### src/rtl/multi_serializer_if.sv
// Handshake and serial-output bundle for multi_serializer.
// The DUT takes the slave modport; the producer/observer takes master.
interface multi_serializer_if #(
  parameter int WIDTH    = 8,
  parameter int CHANNELS = 4
);
  logic [CHANNELS*WIDTH-1:0] data_in;
  logic [CHANNELS-1:0]       valid_in;
  logic [CHANNELS-1:0]       ready_out;
  logic                      serial_out;
  logic                      start;
  logic                      busy;
  logic                      done;

  modport master (
    output data_in, valid_in,
    input  ready_out, serial_out, start, busy, done
  );

  modport slave (
    input  data_in, valid_in,
    output ready_out, serial_out, start, busy, done
  );
endinterface

### src/rtl/multi_serializer.sv
// Round-robin multi-channel serializer: per-channel one-word holding registers
// feed MSB-first frames {channel ID, data, optional even parity} onto one line.
module multi_serializer #(
  parameter int WIDTH     = 8,
  parameter int CHANNELS  = 4,
  parameter int PARITY_EN = 1,
  parameter int DIV       = 1
) (
  input logic               clk,
  input logic               rst,
  multi_serializer_if.slave bus
);
  localparam int CW = (CHANNELS > 1) ? $clog2(CHANNELS) : 1;
  localparam int FL = CW + WIDTH + ((PARITY_EN != 0) ? 1 : 0);
  localparam int BW = $clog2(FL + 1);
  localparam int DW = (DIV > 1) ? $clog2(DIV) : 1;

  typedef enum logic [1:0] {IDLE, ID, DATA, PAR} state_t;
  state_t state, state_nxt;

  logic [CHANNELS-1:0] full;
  logic [CHANNELS-1:0] accept;
  logic [CHANNELS-1:0] grant_mask;
  logic [WIDTH-1:0]    hold [CHANNELS];
  logic [CW-1:0]       last_grant;
  logic [CW-1:0]       gnt_idx;
  logic [CW-1:0]       cand;
  logic                any_full;
  logic [DW-1:0]       div_cnt;
  logic [BW-1:0]       bit_cnt;
  logic [FL-1:0]       shifter;
  logic [FL-1:0]       frame;
  logic                par_bit;
  logic                div_last;
  logic                field_last;
  logic                frame_end;
  logic                grant_go;
  logic                serial_q;
  logic                start_q;

  assign accept = bus.valid_in & ~full;

  // Round-robin search: descending loop so the smallest offset from last_grant wins.
  always_comb begin
    gnt_idx  = last_grant;
    cand     = '0;
    any_full = |full;
    for (int unsigned i = CHANNELS; i >= 1; i--) begin
      cand = CW'((32'(last_grant) + i) % CHANNELS);
      if (full[cand]) gnt_idx = cand;
    end
  end

  always_comb begin
    par_bit = ^{gnt_idx, hold[gnt_idx]};
    if (PARITY_EN != 0) frame = FL'({gnt_idx, hold[gnt_idx], par_bit});
    else                frame = FL'({gnt_idx, hold[gnt_idx]});
  end

  always_comb begin
    div_last = (div_cnt == DW'(DIV - 1));
    unique case (state)
      ID:      field_last = (bit_cnt == BW'(CW - 1));
      DATA:    field_last = (bit_cnt == BW'(WIDTH - 1));
      default: field_last = 1'b1;
    endcase
    frame_end = div_last && field_last &&
                ((state == PAR) || ((state == DATA) && (PARITY_EN == 0)));
    // A grant at frame end lets the next frame follow with no idle cycle.
    grant_go  = any_full && ((state == IDLE) || frame_end);
    grant_mask = '0;
    if (grant_go) grant_mask[gnt_idx] = 1'b1;
  end

  // State register
  always_ff @(posedge clk) begin
    if (rst) state <= IDLE;
    else     state <= state_nxt;
  end

  // Next-state logic
  always_comb begin
    state_nxt = state;
    unique case (state)
      IDLE: if (any_full) state_nxt = ID;
      ID:   if (div_last && field_last) state_nxt = DATA;
      DATA: begin
        if (div_last && field_last) begin
          if (PARITY_EN != 0) state_nxt = PAR;
          else if (any_full)  state_nxt = ID;
          else                state_nxt = IDLE;
        end
      end
      PAR: begin
        if (div_last) begin
          if (any_full) state_nxt = ID;
          else          state_nxt = IDLE;
        end
      end
      default: state_nxt = IDLE;
    endcase
  end

  // Output logic
  always_comb begin
    bus.ready_out  = ~full;
    bus.serial_out = serial_q;
    bus.start      = start_q;
    bus.busy       = (state != IDLE);
    bus.done       = frame_end;
  end

  always_ff @(posedge clk) begin
    for (int unsigned ch = 0; ch < CHANNELS; ch++) begin
      if (accept[ch]) hold[ch] <= bus.data_in[ch*WIDTH +: WIDTH];
    end
  end

  always_ff @(posedge clk) begin
    if (rst) begin
      full       <= '0;
      last_grant <= CW'(CHANNELS - 1);
      div_cnt    <= '0;
      bit_cnt    <= '0;
      shifter    <= '0;
      serial_q   <= 1'b0;
      start_q    <= 1'b0;
    end else begin
      full <= (full | accept) & ~grant_mask;
      if (grant_go) begin
        last_grant <= gnt_idx;
        div_cnt    <= '0;
        bit_cnt    <= '0;
        serial_q   <= frame[FL-1];
        shifter    <= frame << 1;
        start_q    <= 1'b1;
      end else if (state != IDLE) begin
        if (div_last) begin
          div_cnt <= '0;
          bit_cnt <= field_last ? '0 : bit_cnt + 1'b1;
          start_q <= 1'b0;
          if (frame_end) begin
            serial_q <= 1'b0;
            shifter  <= '0;
          end else begin
            serial_q <= shifter[FL-1];
            shifter  <= shifter << 1;
          end
        end else begin
          div_cnt <= div_cnt + 1'b1;
        end
      end
    end
  end
endmodule
### src/flat_wrapper.sv
// flat-port wrapper written by rule: the top's interface ports become plain ports
module multi_serializer_flat 
#(
  parameter int WIDTH     = 8,
  parameter int CHANNELS  = 4,
  parameter int PARITY_EN = 1,
  parameter int DIV       = 1
)
  (clk, rst, bus_data_in, bus_valid_in, bus_ready_out, bus_serial_out, bus_start, bus_busy, bus_done);
  multi_serializer_if #(.WIDTH(WIDTH), .CHANNELS(CHANNELS)) bus_i ();
  input logic clk;
  input logic rst;
  input wire logic [$bits(bus_i.data_in)-1:0] bus_data_in;
  input wire logic [$bits(bus_i.valid_in)-1:0] bus_valid_in;
  output wire logic [$bits(bus_i.ready_out)-1:0] bus_ready_out;
  output wire logic [$bits(bus_i.serial_out)-1:0] bus_serial_out;
  output wire logic [$bits(bus_i.start)-1:0] bus_start;
  output wire logic [$bits(bus_i.busy)-1:0] bus_busy;
  output wire logic [$bits(bus_i.done)-1:0] bus_done;
  assign bus_i.data_in = bus_data_in;
  assign bus_i.valid_in = bus_valid_in;
  assign bus_ready_out = bus_i.ready_out;
  assign bus_serial_out = bus_i.serial_out;
  assign bus_start = bus_i.start;
  assign bus_busy = bus_i.busy;
  assign bus_done = bus_i.done;
  multi_serializer #(.WIDTH(WIDTH), .CHANNELS(CHANNELS), .PARITY_EN(PARITY_EN), .DIV(DIV)) u_core (.clk(clk), .rst(rst), .bus(bus_i));
endmodule
### config.mk
export PLATFORM = sky130hd
export DESIGN_NAME = multi_serializer_flat
export DESIGN_NICKNAME = d
export VERILOG_FILES = /design/src/rtl/multi_serializer_if.sv /design/src/rtl/multi_serializer.sv /design/src/flat_wrapper.sv
export SDC_FILE = /design/constraint.sdc
export NUM_CORES = 1
export LEC_CHECK = 0
export ABC_AREA = 1
export BUFFER_PORTS_ARGS = -buffer_cell sky130_fd_sc_hd__buf_2
export CAP_MARGIN = 20
export CORE_MARGIN = 2
export CORE_UTILIZATION = 59
export CTS_BUF_LIST = sky130_fd_sc_hd__clkbuf_4
export DETAILED_ROUTE_END_ITERATION = 8
export PLACE_DENSITY_LB_ADDON = 0.1
export SLEW_MARGIN = 0
export SYNTH_ARGS = -nofsm -noshare
export SYNTH_HDL_FRONTEND = slang
export SYNTH_SLANG_ARGS = --single-unit
export TNS_END_PERCENT = 100
### constraint.sdc
create_clock -name clk -period 2.7 [get_ports clk]
set_input_delay 0.27 -clock clk [delete_from_list [all_inputs] [get_ports clk]]
set_output_delay 0.27 -clock clk [all_outputs]
set_load 0.05 [all_outputs]
==> Word-level counts from Yosys, hierarchy flattened <==
Memory sizes are Yosys's and may differ from the RTL's.
Cells that the tools add are included.
Widths: inputs -> output; s select.
{ "totals": {"input_bits": 38, "elab_cells": 95, "ramBits": 32, "out_inout_bits": 8, "regBits": 26, "n_memories": 1} }
{ "op_classes": {"addsub": 6, "n_lt_le_gt_ge": 6, "muxes": 43, "reduce_logical": 14, "n_bitwise": 6, "n_eq_ne": 10} }
{ "memory_table": {"columns": ["memory", "words", "word_bits", "read_ports", "rd_ports_with_merged_regs", "wr", "line", "source"], "rows": [
  ["u_core.hold", 4, 8, 1, 0, 4, "multi_serializer.sv:24", "logic [WIDTH-1:0] hold [CHANNELS];"]
]} }
{ "ops": {"columns": ["cell", "count"], "rows": [
  ["$mux 11", 4],
  ["$mux 1", 22],
  ["$mux 2", 8],
  ["$lt 2x3->1 const B", 5],
  ["$reduce_xor 10->1", 1],
  ["$and 4x4->4", 2],
  ["$bmux 1 s2", 4],
  ["$mux 4", 2],
  ["$not 4->4", 2],
  ["$pmux 2 s4", 1],
  ["$ne 2x1->1 const B", 3],
  ["$add 2x1->2 const B", 2],
  ["$add 2x2->2 const B", 2],
  ["$add 4x1->4 const B", 1],
  ["$eq 2x2->1 const B", 2],
  ["$eq 4x1->1 const B", 1],
  ["$eq 4x3->1 const B", 1],
  ["$logic_and 1x1->1", 4],
  ["$ne 2x2->1 const B", 2],
  ["$or 4x4->4", 1],
  ["$reduce_and 2->1", 2],
  ["$reduce_and 4->1", 1],
  ["$reduce_bool 2->1", 2],
  ["$reduce_or 4->1", 1],
  ["9 further kinds", 9]
]} }

==> Logic depth before layout (Yosys ltp) <==
{ "depth": {"depth_word": 14, "mapped_depth": 23, "ltp_nobuf": 22} }

==> Worst setup path before layout <==
No wires, ideal clock.
{ "synth_timing": {"path_kind": "register to register", "from": "reg u_core.last_grant[0]", "to": "reg u_core.shifter[1]", "setup_time_ps": 130, "slack_ps": 686, "arrival_ps": 1884, "path_buffers": 2, "period_less_slack_ps": 2014, "stages_incl_launch_ff": 24, "t_required_ps": 2570, "cell_sequence": "dfxtp_1 buf_6 inv_6 nand2_1 nand2_1 nand2_2 nand2_1 inv_2 nand2_2 nand2_4 nand2_8 buf_6 nand2_1 nand3_1 nand2_1 nand2_1 nand2_1 nand2_1 nand2_1 nand2_1 nand2_1 nand2_1 nand3_1 a21oi_2"} }
{ "synth_between": {"elab_chain_len": 10, "elab_cells_between_ends": 19, "cone_classes": "4 x add/sub; 13 x mux; 1 x reduce/logical; 1 x memory"} }
{ "synth_rtl": {"columns": ["element", "line", "source"], "rows": [
  ["start: declaration", "multi_serializer.sv:25", "logic [CW-1:0] last_grant;"],
  ["start signal: assignment", "multi_serializer.sv:122", "last_grant <= CW'(CHANNELS - 1);"],
  ["start signal: assignment", "multi_serializer.sv:131", "last_grant <= gnt_idx;"],
  ["$add 2x1->2", "multi_serializer.sv:49", "cand = CW'((32'(last_grant) + i) % CHANNELS);"],
  ["$bmux 1 s2", "multi_serializer.sv:50", "if (full[cand]) gnt_idx = cand;"],
  ["$mux 1 (implied by the code)", "multi_serializer.sv:50", null],
  ["$mux 2 (3 in series)", "multi_serializer.sv:50", null],
  ["$mux 2 *", "multi_serializer.sv:50", null],
  ["$mem_v2 4x8", null, null],
  ["$reduce_xor 10->1 *", "multi_serializer.sv:55", "par_bit = ^{gnt_idx, hold[gnt_idx]};"],
  ["$mux 11 *", "multi_serializer.sv:130", "if (grant_go) begin"],
  ["end signal: assignment", "multi_serializer.sv:135", "shifter <= frame << 1;"],
  ["end signal: assignment", "multi_serializer.sv:147", "shifter <= shifter << 1;"],
  ["end: declaration", "multi_serializer.sv:31", "logic [FL-1:0] shifter;"]
]} }
Mark *: on every way between the ends. The rest lies on a longest branch, timed or not. The select of a mux whose other input is x is not followed.
A chain may end at the register's enable or synchronous reset.

==> Worst setup path in the final report <==
{ "layout_timing": {"from": "reg u_core.state[0]", "to": "reg u_core.shifter[8]"} }
{ "layout_between": {"elab_chain_len": 8, "elab_cells_between_ends": 17, "cone_classes": "4 x eq/ne; 5 x mux; 8 x reduce/logical"} }
{ "layout_rtl": {"columns": ["element", "line", "source"], "rows": [
  ["start: declaration", "multi_serializer.sv:19", "state_t state, state_nxt;"],
  ["start signal: assignment", "multi_serializer.sv:78", "else state <= state_nxt;"],
  ["$eq 2x2->1 / $eq 2x1->1 (equally long branches)", null, null],
  ["$pmux 1 s2", "multi_serializer.sv:62", "unique case (state)"],
  ["$logic_and 1x1->1 (2 in series)", "multi_serializer.sv:67", "frame_end = div_last && field_last &&"],
  ["$mux 11 / $logic_or 1x1->1 (equally long branches)", "multi_serializer.sv:142, multi_serializer.sv:70", null],
  ["$mux 11 / $logic_and 1x1->1 (equally long branches)", "multi_serializer.sv:138, multi_serializer.sv:70", null],
  ["$mux 11, or another cell as far along", "multi_serializer.sv:137", "end else if (state != IDLE) begin"],
  ["$mux 11 / $reduce_and 2->1 (equally long branches)", null, null]
]} }
Several ways; a longest one is shown, not always the timed one. The select of a mux whose other input is x is not followed.

==> run metrics <==
Min-Delay Path Depth=1; Starting Density=0.616; fillcell total=458; setup TNS=0 ns; met1 GRT Util=0.306; vias per inst=between 5 and 6; CP endpoint kind=flip-flop; crit-path cells=inv_1 -> ha_1 -> nor2_1 -> inv_1 -> o21ai_0 -> nand2_1 -> o21ai_0; TritonCTS Buffers=5; worst hold start=bus_data_in[12]; Die W=around 77 µm; beginning of the critical path=u_core.state[0]; Clock Latency Late Sink=approximately 0.4 ns; Synth Cell Area=between 3000 and 4000 µm²; row count=26; CTS tree=done; Final Hold Fails=0; drt drc=0; largest net degree at the start of global routing=30; r2r worst-path depth=7; post-DP HPWL=around 4800 µm; number of global-route vias before repair=about 2,400; grt met3 use=0.0482; CTS root buf=clkbuf_4; Die H=77.3 µm; Detail Route Antenna Nets=0; Top FF cell, synth=edfxtp_1; drt initial violations=between 150 and 200; Area growth syn-to-layout=10.7%; max_cap viols=0; Post-Syn Instances=around 410; synth top area cells=edfxtp_1 30%, nand2_1 16%, dfxtp_1 15%; PortBufs=45; core area=slightly above 5000 µm²; status=complete, no violations; final worst-path cycle share=0.891; Worst-path clk slew=around 0.16 ns; syn avg cell area=a little under 8 µm²; wire per inst=~12 µm; RR Endpoint=u_core.shifter[8]; setup ws final=just under 0.3 ns; Worst R2R Start=u_core.state[0]; TritonRoute pass-1 iters=4; clk buf depth=2; Slew @ Worst Pin=0.900 ns; setup violators final=0; Hold Crit Class=primary input to flip-flop; area share of the leading cell type in the synthesized netlist=0.303; data arrival time of the worst path=between 2 and 3 ns; CP Class=flip-flop to flip-flop; slowest stage delay, CP=between 0.7 and 0.8 ns; Routed WL=about 6300 µm; first-pass GRT wire length=around 11,000 µm; CTS H-tree lvls=2; Crit Path Max Fanout=15; CP required=just over 3 ns; Nets=498; global-route track usage on met2=0.357; post-synthesis async set-or-reset flop share=0; Setup Skew=0.0175 ns; Seq cells post-synth=56; Synth Warn #=0; Netlist cell types=34; diode count=0; GRT overflow=0; share of layout cells above drive strength 1=0.173; Final GP Congestion=0.980; Seq/Total Area, Yosys=0.455; setup slack after placement=0.0803 ns; max-slew violations=0; register-to-register setup slack=0.29 ns; gr usage total=0.223; relative slew slack=0.398; most frequent cells after synthesis=139 x nand2_1, 56 x nand3_1, 52 x inv_1, 32 x edfxtp_1, 24 x dfxtp_1; I/O pins=46; gr busiest metal=met2; EDFF count, synth=32; Synth area leader=edfxtp_1; detailed-route via count=2,730; # clock sinks=56; Crit-path slowest cell=nor2_1; count leader, synth=nand2_1; initial antenna violation count=0; Max Clock Freq=between 400 and 500 MHz; Die ar.=~6000 µm²; startpoint types=flip-flop; syn_nets=between 400 and 500; Hold Path End=u_core.hold[1][4]; RSZ-0062 raised after global routing=no; min Tclk post-route=between 2 and 2.5 ns
-- placed cells by master, fill, tap and decap left out, types with 2 or more instances in the layout --
master / netlist / layout
nand3b_1: 6 / 6
dfxtp_1: 24 / 22
ha_1: 10 / 10
a31oi_1: 6 / 6
o21ai_0: 11 / 11
buf_2: 3 / 45
nand3_1: 56 / 56
xor2_1: 2 / 2
buf_4: 3 / 4
nand2_8: 1 / 2
nor2_1: 15 / 15
nand2_2: 9 / 9
nand2_1: 139 / 139
o211ai_1: 6 / 6
a21oi_1: 4 / 4
inv_1: 52 / 52
clkbuf_4: 0 / 6
inv_2: 2 / 2
nand4_1: 5 / 5
edfxtp_1: 32 / 32
o22ai_1: 3 / 3
-- worst max-delay path, delay by kind of cell (launching register included) --
family | cells | cell delay (ns)
and+or+nand+nor | 2 | 0.77
buffers and inverters | 2 | 0.50
AOI/OAI and AO/OA | 2 | 0.32
DFF | 1 | 0.41
adders and majority gates | 1 | 0.34
-- registers in the layout, indices dropped and copies added, names as in the netlist --
signal / flops
u_core.bus.start: 1
u_core.shifter: 10
u_core.bit_cnt: 4
u_core.bus.serial_out: 1
u_core.hold: 32
u_core.full: 4
u_core.last_grant: 2
u_core.state: 2
-- layout make-up --
cell class              instances  area [µm²]  share of cell area
clock buffers                   6        45.0              0.0128
flip-flops and latches         56        1450               0.413
clock inverters                 2        35.0             0.00999
well taps                      70        87.6              0.0250
repair buffers                 49         255              0.0728
multi-input cells             282        1420               0.405
inverters                      56         218              0.0621
-- cells by family (layout without fill, tap and decap cells) --
family,after synthesis,in the layout,share of synthesized area
compound gates,33,33,0.0636
xor+xnor,2,2,0.00553
fa+ha+maj,10,10,0.0395
buf+inv,70,113,0.0996
flops,56,56,0.455
simple gates,237,237,0.337
-- worst max path at each step --
stage                        endpoint  cells after the start
global placement    u_core.shifter[1]                     22
CTS                 u_core.shifter[1]                     22
global route        u_core.shifter[1]                     22
floorplan           u_core.shifter[1]                     23
detailed placement  u_core.shifter[1]                     22
finish              u_core.shifter[8]                      7
-- what timing repair did --
item	4_1_cts	5_1_grt
gates resized for setup	0	4
buffers inserted	0	1
endpoints found under the setup margin	0	1
hold buffers	0	0
-- stage by stage --
| step | area [µm²] | hold slack, ns | std cells | util |
|---|---|---|---|---|
| 4_1_cts | 3480 | 0.0417 | 520 | 0.678 |
| 5_1_grt | 3510 | 0.0265 | 521 | 0.682 |
| 6_report | 3510 | 0.0422 | 521 | 0.682 |
| 2_1_floorplan | 3170 | 0.369 | 408 | - |
| 3_3_place_gp | 3400 | 0.446 | 512 | 0.662 |
| 3_5_place_dp | 3400 | 0.448 | 512 | 0.662 |
-- per-layer routing --
metal,vias up,routed length [µm]
li1,1409,-
met5,-,0
met2,85,2940
met1,1230,2970
met4,0,67
met3,6,364
Power is not shown: default switching activity piles up to over one toggle a cycle in this logic, so the estimate is an artifact.
